## src/rtl/db9_md_joystick_reader.sv

```systemverilog
// DB9 joystick reader: scans Atari sticks and Megadrive 3/6-button pads through the pin 7 select line.
// Optional six-button support is enabled by defining JOYMD6_SUPPORT_EN.
module db9_md_joystick_reader #(
    parameter int PHASE_DIV   = 280,
    parameter int IDLE_CYCLES = 56000
) (
    input  logic       clk,
    input  logic       rst,
    input  logic [5:0] db9_in,
    output logic       db9_sel,
    output logic [5:0] joy_out,
    output logic [5:0] joy_ext,
    output logic       md_present,
    output logic       md6_present,
    output logic       scan_done
);

    // state | meaning
    // IDLE  | select held high between scans
    // P0    | select high: C, B, up, down, left, right
    // P1    | select low: Start, A, left/right low flags an MD pad
    // P2-P4 | handshake phases toward six-button mode
    // P5    | select low: all directions low flags a six-button pad
    // P6    | select high: Z, Y, X, Mode on the direction pins
    // P7    | select low: final phase, outputs update at its end
    typedef enum logic [3:0] {
        S_IDLE, S_P0, S_P1, S_P2, S_P3, S_P4, S_P5, S_P6, S_P7
    } state_t;

    localparam logic [16:0] PHASE_LOAD = 17'(PHASE_DIV - 1);
    localparam logic [16:0] IDLE_LOAD  = 17'(IDLE_CYCLES - 1);

`ifdef JOYMD6_SUPPORT_EN
    localparam state_t S_LAST = S_P7;
`else
    localparam state_t S_LAST = S_P1;
`endif

    state_t      state, state_nxt;
    logic [16:0] cnt;
    logic [5:0]  sync1, sync2;
    logic        phase_end;
    logic        sel_nxt;
    logic        load_out;
    logic [5:0]  p0_q;
    logic        md_fin, md6_fin, a_fin, start_fin;
    logic [3:0]  xyzm_fin;

`ifdef JOYMD6_SUPPORT_EN
    logic       md_det, md6_det, a_q, start_q;
    logic [3:0] xyzm_q;
`endif

    always_ff @(posedge clk) begin
        if (rst) begin
            sync1 <= 6'h3F;
            sync2 <= 6'h3F;
        end else begin
            sync1 <= db9_in;
            sync2 <= sync1;
        end
    end

    always_comb begin
        phase_end = (cnt == 17'd0);
        state_nxt = state;
        if (phase_end) begin
            case (state)
                S_IDLE:  state_nxt = S_P0;
                S_P0:    state_nxt = S_P1;
`ifdef JOYMD6_SUPPORT_EN
                S_P1:    state_nxt = S_P2;
                S_P2:    state_nxt = S_P3;
                S_P3:    state_nxt = S_P4;
                S_P4:    state_nxt = S_P5;
                S_P5:    state_nxt = S_P6;
                S_P6:    state_nxt = S_P7;
                S_P7:    state_nxt = S_IDLE;
`else
                // Without six-button support the pad never sees a third select pulse.
                S_P1:    state_nxt = S_IDLE;
`endif
                default: state_nxt = S_IDLE;
            endcase
        end
        case (state_nxt)
            S_P1, S_P3, S_P5, S_P7: sel_nxt = 1'b0;
            default:                sel_nxt = 1'b1;
        endcase
        load_out = phase_end && (state == S_LAST);
    end

    always_ff @(posedge clk) begin
        if (rst) begin
            state   <= S_IDLE;
            cnt     <= IDLE_LOAD;
            db9_sel <= 1'b1;
        end else begin
            state   <= state_nxt;
            db9_sel <= sel_nxt;
            if (phase_end) begin
                cnt <= (state_nxt == S_IDLE) ? IDLE_LOAD : PHASE_LOAD;
            end else begin
                cnt <= cnt - 17'd1;
            end
        end
    end

    always_ff @(posedge clk) begin
        if (rst) begin
            p0_q <= 6'h3F;
`ifdef JOYMD6_SUPPORT_EN
            md_det  <= 1'b0;
            md6_det <= 1'b0;
            a_q     <= 1'b1;
            start_q <= 1'b1;
            xyzm_q  <= 4'hF;
`endif
        end else if (phase_end) begin
            case (state)
                S_P0: begin
                    p0_q <= sync2;
`ifdef JOYMD6_SUPPORT_EN
                    xyzm_q <= 4'hF;
`endif
                end
`ifdef JOYMD6_SUPPORT_EN
                S_P1: begin
                    md_det  <= (sync2[1:0] == 2'b00);
                    a_q     <= sync2[4];
                    start_q <= sync2[5];
                end
                S_P5: md6_det <= md_det && (sync2[3:0] == 4'b0000);
                S_P6: begin
                    if (md6_det) begin
                        // X=left, Y=down, Z=up, Mode=right
                        xyzm_q <= {sync2[1], sync2[2], sync2[3], sync2[0]};
                    end
                end
`endif
                default: ;
            endcase
        end
    end

    // In the three-button build the scan ends in P1, so its sample is used directly.
    always_comb begin
`ifdef JOYMD6_SUPPORT_EN
        md_fin    = md_det;
        md6_fin   = md6_det;
        a_fin     = a_q;
        start_fin = start_q;
        xyzm_fin  = xyzm_q;
`else
        md_fin    = (sync2[1:0] == 2'b00);
        md6_fin   = 1'b0;
        a_fin     = sync2[4];
        start_fin = sync2[5];
        xyzm_fin  = 4'hF;
`endif
    end

    always_ff @(posedge clk) begin
        if (rst) begin
            joy_out     <= 6'h3F;
            joy_ext     <= 6'h3F;
            md_present  <= 1'b0;
            md6_present <= 1'b0;
            scan_done   <= 1'b0;
        end else begin
            scan_done <= load_out;
            if (load_out) begin
                joy_out     <= p0_q;
                joy_ext     <= md_fin ? {start_fin, a_fin, xyzm_fin} : 6'h3F;
                md_present  <= md_fin;
                md6_present <= md_fin & md6_fin;
            end
        end
    end

endmodule

```

## config.mk

```make
export PLATFORM = sky130hd
export DESIGN_NAME = db9_md_joystick_reader
export DESIGN_NICKNAME = d
export VERILOG_FILES = /design/src/rtl/db9_md_joystick_reader.sv
export SDC_FILE = /design/constraint.sdc
export NUM_CORES = 1
export LEC_CHECK = 0
export BUFFER_PORTS_ARGS = -buffer_cell sky130_fd_sc_hd__buf_2
export CAP_MARGIN = 30
export CORE_ASPECT_RATIO = 1.4
export CORE_MARGIN = 2
export CORE_UTILIZATION = 55
export CTS_CLUSTER_DIAMETER = 100
export DETAILED_ROUTE_END_ITERATION = 7
export GPL_TIMING_DRIVEN = 0
export HOLD_SLACK_MARGIN = 0.05
export PLACE_DENSITY = 0.74
export RECOVER_POWER = 25
export SYNTH_ARGS = -nofsm -noshare
export SYNTH_HDL_FRONTEND = slang
export SYNTH_SLANG_ARGS = --single-unit
```

## constraint.sdc

```tcl
create_clock -name clk -period 2.6 [get_ports clk]
set_input_delay 0.39 -clock clk [delete_from_list [all_inputs] [get_ports clk]]
set_output_delay 0.39 -clock clk [all_outputs]
set_load 0.03 [all_outputs]
```

==> metrics.md, run 1 <==
| Metric | Value |
|---|---|
| Worst Path Required | `2.78 ns` |
| Number of synthesized flops with an enable pin | `0` |
| Worst-path fanout max | `10` |
| Height of the chip | `76.2 um` |
| Postcts setup bufs | `0` |
| Hold_sp | `db9_in[4]` |
| Worst slew margin | `40.1%` |
| Largest net degree at the start of global routing | `16` |
| Final Wtd Congestion | `0.838` |
| Fmax | `0.446 GHz` |
| Endpoints failing hold | `0` |
| Reg2Reg Launch Point | `cnt[0]$_SDFF_PP1_` |
| Min-Delay Path Depth | `2` |
| HP Class | `input pin to register` |
| Clock root cell | `clkbuf_8` |
| Row count | `26` |
| Routed vias/inst | `5.65` |
| Fin util | `63.6%` |
| Remaining antenna violation count | `0` |
| Placed Area | `0.00220 sq mm` |
| Num CTS Buffers | `5` |
| Clk Latency, worst-skew pair | `0.31 ns` |
| CTS max path bufs | `2` |
| Worst slew pin tran | `0.892 ns` |
| Starting Density | `56.7%` |
| Detailed Place HPWL | `3010 um` |
| Reg2reg path depth | `8` |
| Grt total ovfl | `0` |
| PwrDens | `571 mW/mm^2` |
| Fill cells | `320` |
| Status | `completed` |
| Sequential cell area fraction in the yosys report | `48.9%` |
| Post-synthesis cell type count | `41` |
| R2R Setup Slk | `0.36 ns` |
| Ys async rst share | `0%` |
| Share of layout cells above drive strength 1 | `19.5%` |
| Fin Clk Skew | `0.0104 ns` |
| Synth warn | `0` |
| Crit path cell chain | `inv_1 -> ha_1 -> nor4b_4 -> nand4_1 -> buf_2 -> clkbuf_1 -> o21ai_0 -> nand3_1` |
| Max Slew Vio Count | `0` |
| ANT cells | `0` |
| Htree depth | `2` |
| Top FF cell, synth | `dfxtp_1` |
| Sink Count | `50` |
| Die area | `0.00423 sq mm` |
| Setup crit end kind | `register` |
| First-pass iteration count of the detailed router | `4` |
| Peak supply drop | `0.440 mV` |
| First-pass GRT wire length | `7090 um` |
| RR Endpoint | `joy_out[2]$_SDFFE_PP1P_` |
| CTS tree | `yes` |
| Vias in the first global route | `1572` |
| WS Path Type | `register to register` |
| #FFs+latches synth | `50` |
| IO Port Bufs | `17` |
| DR vias | `1685` |
| Post-place setup slack | `0.240 ns` |
| Layout Nets | `264` |
| Number of max-cap violations | `0` |
| RSZ-0062 raised after global routing | `false` |
| Hold Path End | `sync1[4]$_SDFF_PP1_` |
| Area of the core | `0.00361 sq mm` |
| CTS clk-pin slew, worst paths | `0.09 ns` |
| Startpoint types | `register` |
| Crit-path slowest cell | `nor4b_4` |
| Initial DRC count | `66` |
| Worst path bufs/invs | `3` |
| Final worst path period need | `2.24 ns` |
| Period utilisation layout | `86.3%` |
| Syn Inst Count | `228` |
| Critical path depth | `8` |
| Top Ports | `24` |
| Die X | `55.6 um` |
| Initial antenna violation count | `0` |
| Final setup TNS | `0 ns` |
| Leak | `0.902 nW` |
| Setup violators final | `0` |
| Area delta synth->final | `12.2%` |
| Min setup slack post-route | `0.355 ns` |
| Mapped Avg Cell Area | `8.98 sq um` |
| Total Power | `1.31 mW` |
| Final WL | `4170 um` |
| Largest stage delay, worst path | `0.41 ns` |
| Cell family with most CP delay | `simple AND/OR/NAND/NOR gates` |
| Synth Cell Area | `0.00205 sq mm` |
| Total GRT Usage | `21.0%` |
| DR DRC count | `0` |
| Worst Path Arrival | `2.42 ns` |
| WL/cell | `14.0 um` |
| Final Cell Area | `0.00230 sq mm` |
placed cells by master, fill, tap and decap left out, types with 2 or more instances in the layout:
master	Yosys	final
nand4_1	5	5
buf_2	4	18
conb_1	2	5
nor3_1	9	9
nand3_1	16	16
and3_1	2	2
a31oi_1	4	4
or2_2	12	12
xor2_1	3	3
and4_1	3	3
nand2_1	10	10
nor2_1	23	23
clkbuf_1	8	11
a21oi_1	7	7
dfxtp_1	50	50
o21ai_0	17	17
buf_4	5	5
nor4_1	8	8
inv_1	5	5
or3_1	6	6
clkbuf_8	0	6
mux2i_1	7	7
nand2b_1	2	2
cell usage after synthesis, types with 2 or more instances:
master    number  area share (%)
nand2b_1       2            0.61
nand2_1       10             1.8
or3_1          6             1.8
inv_1          5            0.92
xor2_1         3             1.3
a31oi_1        4             1.2
mux2i_1        7             3.4
nor2_1        23             4.2
buf_2          4            0.98
nand4_1        5             1.5
dfxtp_1       50              49
nand3_1       16             3.9
nor4_1         8             2.4
buf_4          5             1.8
and3_1         2            0.61
or2_2         12             3.7
nor4b_2        2             1.5
a21oi_1        7             1.7
conb_1         2            0.37
o21ai_0       17             4.2
clkbuf_1       8             1.5
nor3_1         9             2.2
and4_1         3             1.3
what timing repair did:
action                                  CTS  global route
endpoints found under the setup margin    0             3
hold buffers                              0             0
gates resized for setup                   0             1
worst max-delay path by stage:
stage | end | from
after CTS | joy_out[2]$_SDFFE_PP1P_ | cnt[0]$_SDFF_PP1_
after global placement | joy_out[4]$_SDFFE_PP1P_ | cnt[0]$_SDFF_PP1_
after global routing | joy_out[5]$_SDFFE_PP1P_ | cnt[0]$_SDFF_PP1_
final | joy_out[2]$_SDFFE_PP1P_ | cnt[0]$_SDFF_PP1_
after floorplan | joy_out[2]$_SDFFE_PP1P_ | cnt[0]$_SDFF_PP1_
after detailed placement | joy_out[2]$_SDFFE_PP1P_ | cnt[0]$_SDFF_PP1_
cells by family (layout without fill, tap and decap cells):
| group | count (synthesis) | count (layout) | share of synthesized area [%] |
|---|---|---|---|
| DFF | 50 | 50 | 48.9 |
| AOI/OAI and AO/OA | 36 | 36 | 10.5 |
| adders and majority gates | 1 | 1 | 0.611 |
| and+or+nand+nor | 106 | 106 | 29.3 |
| xor gates and xnor gates | 4 | 4 | 1.71 |
| muxes | 7 | 7 | 3.42 |
| other | 2 | 5 | 0.367 |
| buffers and inverters | 22 | 47 | 5.20 |
routing by layer:
metal  wire [um]  up-vias  track usage, %
met5           0        -               0
met4         146        0            11.7
met3         182       12            5.09
met2        2070       43            35.1
met1        1760      773            24.1
li1            -      857               -
sequential cells by signal, indices dropped and copies added, names as in the netlist:
name        cells
cnt            17
joy_out         6
sync2           6
scan_done       1
db9_sel         1
joy_ext         2
p0_q            6
md_present      1
sync1           6
state           4
per-stage QoR:
step | hold WS (ns) | instances
after floorplan | 0.389 | 231
after global placement | 0.393 | 290
after detailed placement | 0.396 | 290
after CTS | 0.256 | 298
after global routing | 0.250 | 298
final | 0.259 | 298
layout make-up:
type,instances,area (sq um),share of cell area [%]
buffer,17,87.6,3.81
clock buffer,6,82.6,3.60
clock inverter,2,12.5,0.545
inverter,5,18.8,0.817
multi-input combinational,159,960,41.8
sequential,50,1000,43.6
tap,42,52.6,2.29
timing repair buffer,17,81.3,3.54
power by group:
part	internal (mW)	switching [mW]
clock	0.214	0.255
combinational	0.0215	0.0324
sequential	0.778	0.00958
total	1.01	0.297
Note: power is estimated with default switching activity, not from simulation.
==> run 2, diff against run 1 <==
CTS_CLUSTER_SIZE = 12   (was not set)
SETUP_SLACK_MARGIN = 0.5   (was not set)
==> run 2 against run 1 <==
  * Power is 0.30% higher
  * Die area unchanged
  * First-iteration DRC count fell by 32%
  * Sequential share of layout area is 0.70 points lower
  * Largest power group unchanged
==> metrics.md, run 2 (synthesized netlist as in run 1, its figures left out) <==
| Metric | Value |
|---|---|
| RSZ-0062 raised after global routing | `true` |
| Top Ports | `24` |
| Largest stage delay, worst path | `0.46 ns` |
| Max Slew Vio Count | `0` |
| Row count | `26` |
| HP Class | `input pin to register` |
| CTS clk-pin slew, worst paths | `0.09 ns` |
| Multi-input logic area | `970 sq um` |
| Largest net degree at the start of global routing | `16` |
| Number of max-cap violations | `0` |
| Commonest non-fill, non-tap cell in the layout | `dfxtp_1` |
| CP Capture Point | `md_present$_SDFFE_PP0P_` |
| WL/cell | `14.1 um` |
| CTS tree | `yes` |
| Worst slew margin | `40.1%` |
| R2R Setup Slk | `0.58 ns` |
| Remaining antenna violation count | `0` |
| Final WL | `4230 um` |
| Largest Register | `cnt` |
| Dpl cells | `290` |
| Peak supply drop | `0.446 mV` |
| Initial DRC count | `45` |
| Layout Nets | `266` |
| First-pass GRT wire length | `7130 um` |
| Clk Latency, worst-skew pair | `0.31 ns` |
| Final Cell Area | `0.00233 sq mm` |
| PwrDens | `563 mW/mm^2` |
| Endpoints failing hold | `0` |
| Placed Area | `0.00220 sq mm` |
| Fill cells | `314` |
| Storage cell area | `0.00100 sq mm` |
| Setup violators final | `0` |
| Reg2Reg Launch Point | `cnt[0]$_SDFF_PP1_` |
| Worst-path fanout max | `6` |
| Height of the chip | `76.2 um` |
| ANT cells | `0` |
| Crit path launch | `cnt[0]$_SDFF_PP1_` |
| Routed vias/inst | `5.69` |
| Worst Path Required | `2.83 ns` |
| Most frequent cells in the layout | `dfxtp_1 (50), nor2_1 (23), buf_2 (16), nand3_1 (16), o21ai_0 (15)` |
| Starting Density | `56.7%` |
| Worst Path Arrival | `2.25 ns` |
| DR vias | `1708` |
| Detailed Place HPWL | `3010 um` |
| Die area | `0.00423 sq mm` |
| Reg2reg path depth | `7` |
| Final setup TNS | `0 ns` |
| Final worst path period need | `2.02 ns` |
| Sink Count | `50` |
| Worst slew pin tran | `0.891 ns` |
| DR DRC count | `0` |
| CTS max path bufs | `2` |
| Final Wtd Congestion | `0.838` |
| Share of layout cells above drive strength 1 | `20.9%` |
| Clock root cell | `clkbuf_8` |
| Fin Clk Skew | `0.0111 ns` |
| IO Port Bufs | `17` |
| Fmax | `0.496 GHz` |
| WS Path Type | `register to register` |
| Startpoint types | `register` |
| Area of the core | `0.00361 sq mm` |
| Crit-path slowest cell | `or4_1` |
| Die X | `55.6 um` |
| First-pass iteration count of the detailed router | `4` |
| Final non-filler cell total | `300` |
| Status | `completed` |
| Max reg flops | `17` |
| Vias in the first global route | `1571` |
| Area delta synth->final | `14.0%` |
| Total GRT Usage | `21.1%` |
| Setup crit end kind | `register` |
| Crit path cell chain | `inv_1 -> ha_2 -> nor4b_4 -> nand4_1 -> buf_4 -> or4_1 -> a21oi_1` |
| Period utilisation layout | `77.5%` |
| Htree depth | `2` |
| Num CTS Buffers | `5` |
| RR Endpoint | `md_present$_SDFFE_PP0P_` |
| Leak | `0.908 nW` |
| Grt total ovfl | `0` |
| Initial antenna violation count | `0` |
-- run 2: worst min-delay path by stage --
stage	from	end	slack [ns]	depth (start not counted)
after detailed placement	sync1[0]$_SDFF_PP1_	sync2[0]$_SDFF_PP1_	0.40	1
after floorplan	sync1[0]$_SDFF_PP1_	sync2[0]$_SDFF_PP1_	0.39	1
after global placement	sync1[4]$_SDFF_PP1_	sync2[4]$_SDFF_PP1_	0.39	1
final	db9_in[4]	sync1[4]$_SDFF_PP1_	0.26	2
after CTS	db9_in[4]	sync1[4]$_SDFF_PP1_	0.26	2
after global routing	db9_in[4]	sync1[4]$_SDFF_PP1_	0.25	2
-- run 2: per-layer routing --
metal  wire [um]  track usage, %
met3         176            5.09
met2        2060            35.1
met1        1830            24.4
met4         162            11.7
met5           0               0
-- run 2: power breakdown --
part / switching (mW) / internal [mW]
clock: 0.259 / 0.214
sequential: 0.00960 / 0.778
combinational: 0.0328 / 0.0219
total: 0.301 / 1.01
-- run 2: area by class of cell --
cell class                      instances  share of cell area [%]
Sequential cell                        50                    42.9
Inverter                                5                   0.804
Multi-Input combinational cell        159                    41.6
Timing Repair Buffer                   19                    4.13
Clock buffer                            6                    3.54
Clock inverter                          2                   0.536
Buffer                                 17                    4.29
Tap cell                               42                    2.25
-- run 2: metrics by stage --
| stage | worst slack, ns | total power, mW | hold WS [ns] | util, % |
|---|---|---|---|---|
| 3_3_place_gp | 0.271 | 0.857 | 0.393 | 60.8 |
| 4_1_cts | 0.515 | 1.32 | 0.256 | 63.9 |
| 5_1_grt | 0.455 | 1.35 | 0.250 | 64.6 |
| 6_report | 0.585 | 1.31 | 0.257 | 64.6 |
| 3_5_place_dp | 0.240 | 0.859 | 0.396 | 60.8 |
| 2_1_floorplan | 0.735 | 0.844 | 0.389 | - |
-- run 2: what timing repair did --
action	4_1_cts	5_1_grt
cloned	0	0
hold buffers	0	0
setup buffers	1	1
gates resized for setup	2	11
hold endpoints to repair	0	0
setup endpoints to repair	30	22
-- run 2: critical path: cells and delay by family (launching register included) --
family | cells | cell delay, ns
and+or+nand+nor | 3 | 0.94
DFF | 1 | 0.37
adders and majority gates | 1 | 0.21
AOI/OAI and AO/OA | 1 | 0.15
buffers and inverters | 2 | 0.27
==> run 3, diff against run 2 <==
CORE_UTILIZATION = 51   (was 55)
PLACE_DENSITY = 0.72   (was 0.74)
clock period = 1.6 ns   (was 2.6 ns; I/O delays follow)
==> run 3 against run 2 <==
  * The flow now finishes with violations (setup timing)
  * Non-clock buffer count rose by 21
  * Sequential cell count unchanged
  * Final cell count grew 7.3%
  * Sequential power increased by 63%
  * Design area is 20% higher
  * Critical path depth is 1 higher
  * Register-to-register slack lost 0.83 ns
  * Wire length up 13%
  * Power rose by 66%
  * Clock-buffer cell count down 1
  * Via count grew 6.4%
  * Critical path type unchanged
==> metrics.md, run 3 (synthesized netlist as in run 1, its figures left out) <==
| Metric | Value |
|---|---|
| Final non-filler cell total | `322` |
| Share of layout cells above drive strength 1 | `40.9%` |
| Routed vias/inst | `5.65` |
| Worst Path Required | `1.77 ns` |
| Max reg flops | `17` |
| Peak supply drop | `0.794 mV` |
| Max Slew Vio Count | `0` |
| Worst slew margin | `60.8%` |
| M3 GR Usage | `3.91%` |
| Height of the chip | `79.0 um` |
| Area delta synth->final | `36.2%` |
| Grt met1 use | `23.6%` |
| Worst-path fanout max | `5` |
| Num CTS Buffers | `5` |
| Setup crit end kind | `register` |
| Final WL | `4800 um` |
| Largest net degree at the start of global routing | `19` |
| Worst slew pin tran | `0.587 ns` |
| Total GRT Usage | `20.9%` |
| CTS tree | `yes` |
| ANT cells | `0` |
| Commonest non-fill, non-tap cell in the layout | `dfxtp_1` |
| Worst hold margin | `0.101 ns` |
| Die area | `0.00454 sq mm` |
| Leak | `1.14 nW` |
| RSZ-0062 raised after global routing | `true` |
| Final worst path period need | `1.85 ns` |
| Routing usage on met2 | `38.3%` |
| Clock root cell | `clkbuf_8` |
| IO Port Bufs | `17` |
| CTS clk-pin slew, worst paths | `0.10 ns` |
| Htree depth | `2` |
| Layout Nets | `287` |
| Area of the core | `0.00388 sq mm` |
| Period utilisation layout | `115%` |
| DR vias | `1818` |
| DR DRC count | `0` |
| First-pass GRT wire length | `7370 um` |
| Remaining antenna violation count | `0` |
| Fin Clk Skew | `0.00678 ns` |
| Initial antenna violation count | `0` |
| Fmax | `0.542 GHz` |
| Die X | `57.5 um` |
| WS Path Type | `register to register` |
| Number of max-cap violations | `0` |
| GRT Max-Usage Layer | `met2` |
| Status | `complete, but fails checks` |
| PwrDens | `781 mW/mm^2` |
| Most frequent cells in the layout | `dfxtp_1 (41), buf_4 (30), nor2_1 (20)` |
| First-pass iteration count of the detailed router | `4` |
| Dpl cells | `291` |
| Sink Count | `50` |
| Detailed Place HPWL | `3100 um` |
| Starting Density | `52.7%` |
| Largest Register | `cnt` |
| Hold buffers post-CTS | `0` |
| Row count | `27` |
| Startpoint types | `register` |
| Clk Latency, worst-skew pair | `0.31 ns` |
| Worst Path Arrival | `2.02 ns` |
| Min setup slack post-route | `-0.246 ns` |
| Grt total ovfl | `0` |
| Top Ports | `24` |
| CTS max path bufs | `2` |
| Endpoints failing hold | `0` |
| Setup violators final | `32` |
| WL/cell | `14.9 um` |
| Initial DRC count | `62` |
| Failing checks | `setup timing` |
| HP Class | `input pin to register` |
| Final Wtd Congestion | `0.792` |
| Vias in the first global route | `1596` |
==> run 3: routing by layer <==
metal / part of all wire (%) / vias to the layer above
met4: 1.8 / 0
met5: 0 / -
li1: - / 906
met3: 4.1 / 10
met1: 38 / 856
met2: 56 / 46
==> run 3: final timing paths <==
path / start / endpoint / slack, ns / cells after the start
max: cnt[1]$_SDFF_PP1_ / db9_sel$_SDFF_PP1_ / -0.25 / 8
min: db9_in[0] / sync1[0]$_SDFF_PP1_ / 0.10 / 2
max reg2reg: cnt[1]$_SDFF_PP1_ / db9_sel$_SDFF_PP1_ / -0.25 / 8
min reg2reg: sync1[0]$_SDFF_PP1_ / sync2[0]$_SDFF_PP1_ / 0.42 / 1
==> run 3: stage by stage <==
step | util, % | TNS [ns] | power (mW) | instance area (sq um) | worst slack (ns)
final | 71.8 | -4.66 | 2.18 | 2790 | -0.246
after global routing | 71.8 | -7.59 | 2.26 | 2790 | -0.339
after CTS | 65.8 | -4.37 | 2.18 | 2550 | -0.257
after detailed placement | 59.2 | -5.75 | 1.41 | 2300 | -0.277
after global placement | 59.2 | -5.78 | 1.41 | 2300 | -0.287
after floorplan | - | -0.321 | 1.38 | 2160 | -0.0596
==> run 3: final cells by class <==
| class | instances | area [sq um] |
|---|---|---|
| timing repair buffer | 40 | 309 |
| fill | 285 | 1100 |
| tap | 43 | 53.8 |
| clock buffer | 5 | 68.8 |
| buffer | 17 | 145 |
| sequential | 50 | 1020 |
| multi-input combinational | 159 | 1140 |
| inverter | 5 | 21.3 |
| clock inverter | 3 | 28.8 |
==> run 3: what timing repair did <==
item / in CTS / in global routing
gates cloned: 2 / 0
endpoints found under the setup margin: 42 / 45
resized for setup: 23 / 43
pin swaps: 7 / 16
buffers inserted: 8 / 13
==> run 3: critical path, cell delays in order, from the launching register on <==
cell and delay (ns):
dfxtp_4 0.36, inv_4 0.05, ha_4 0.13, nor4b_4 0.29, nand4_1 0.28, buf_4 0.23
buf_6 0.12, mux2i_1 0.13, a32oi_1 0.10
==> run 3: power breakdown <==
part	internal, mW	leakage (nW)	total, mW	switching (mW)
sequential	1.26	0.405	1.28	0.0136
combinational	0.0518	0.689	0.121	0.0696
clock	0.324	0.0502	0.780	0.456
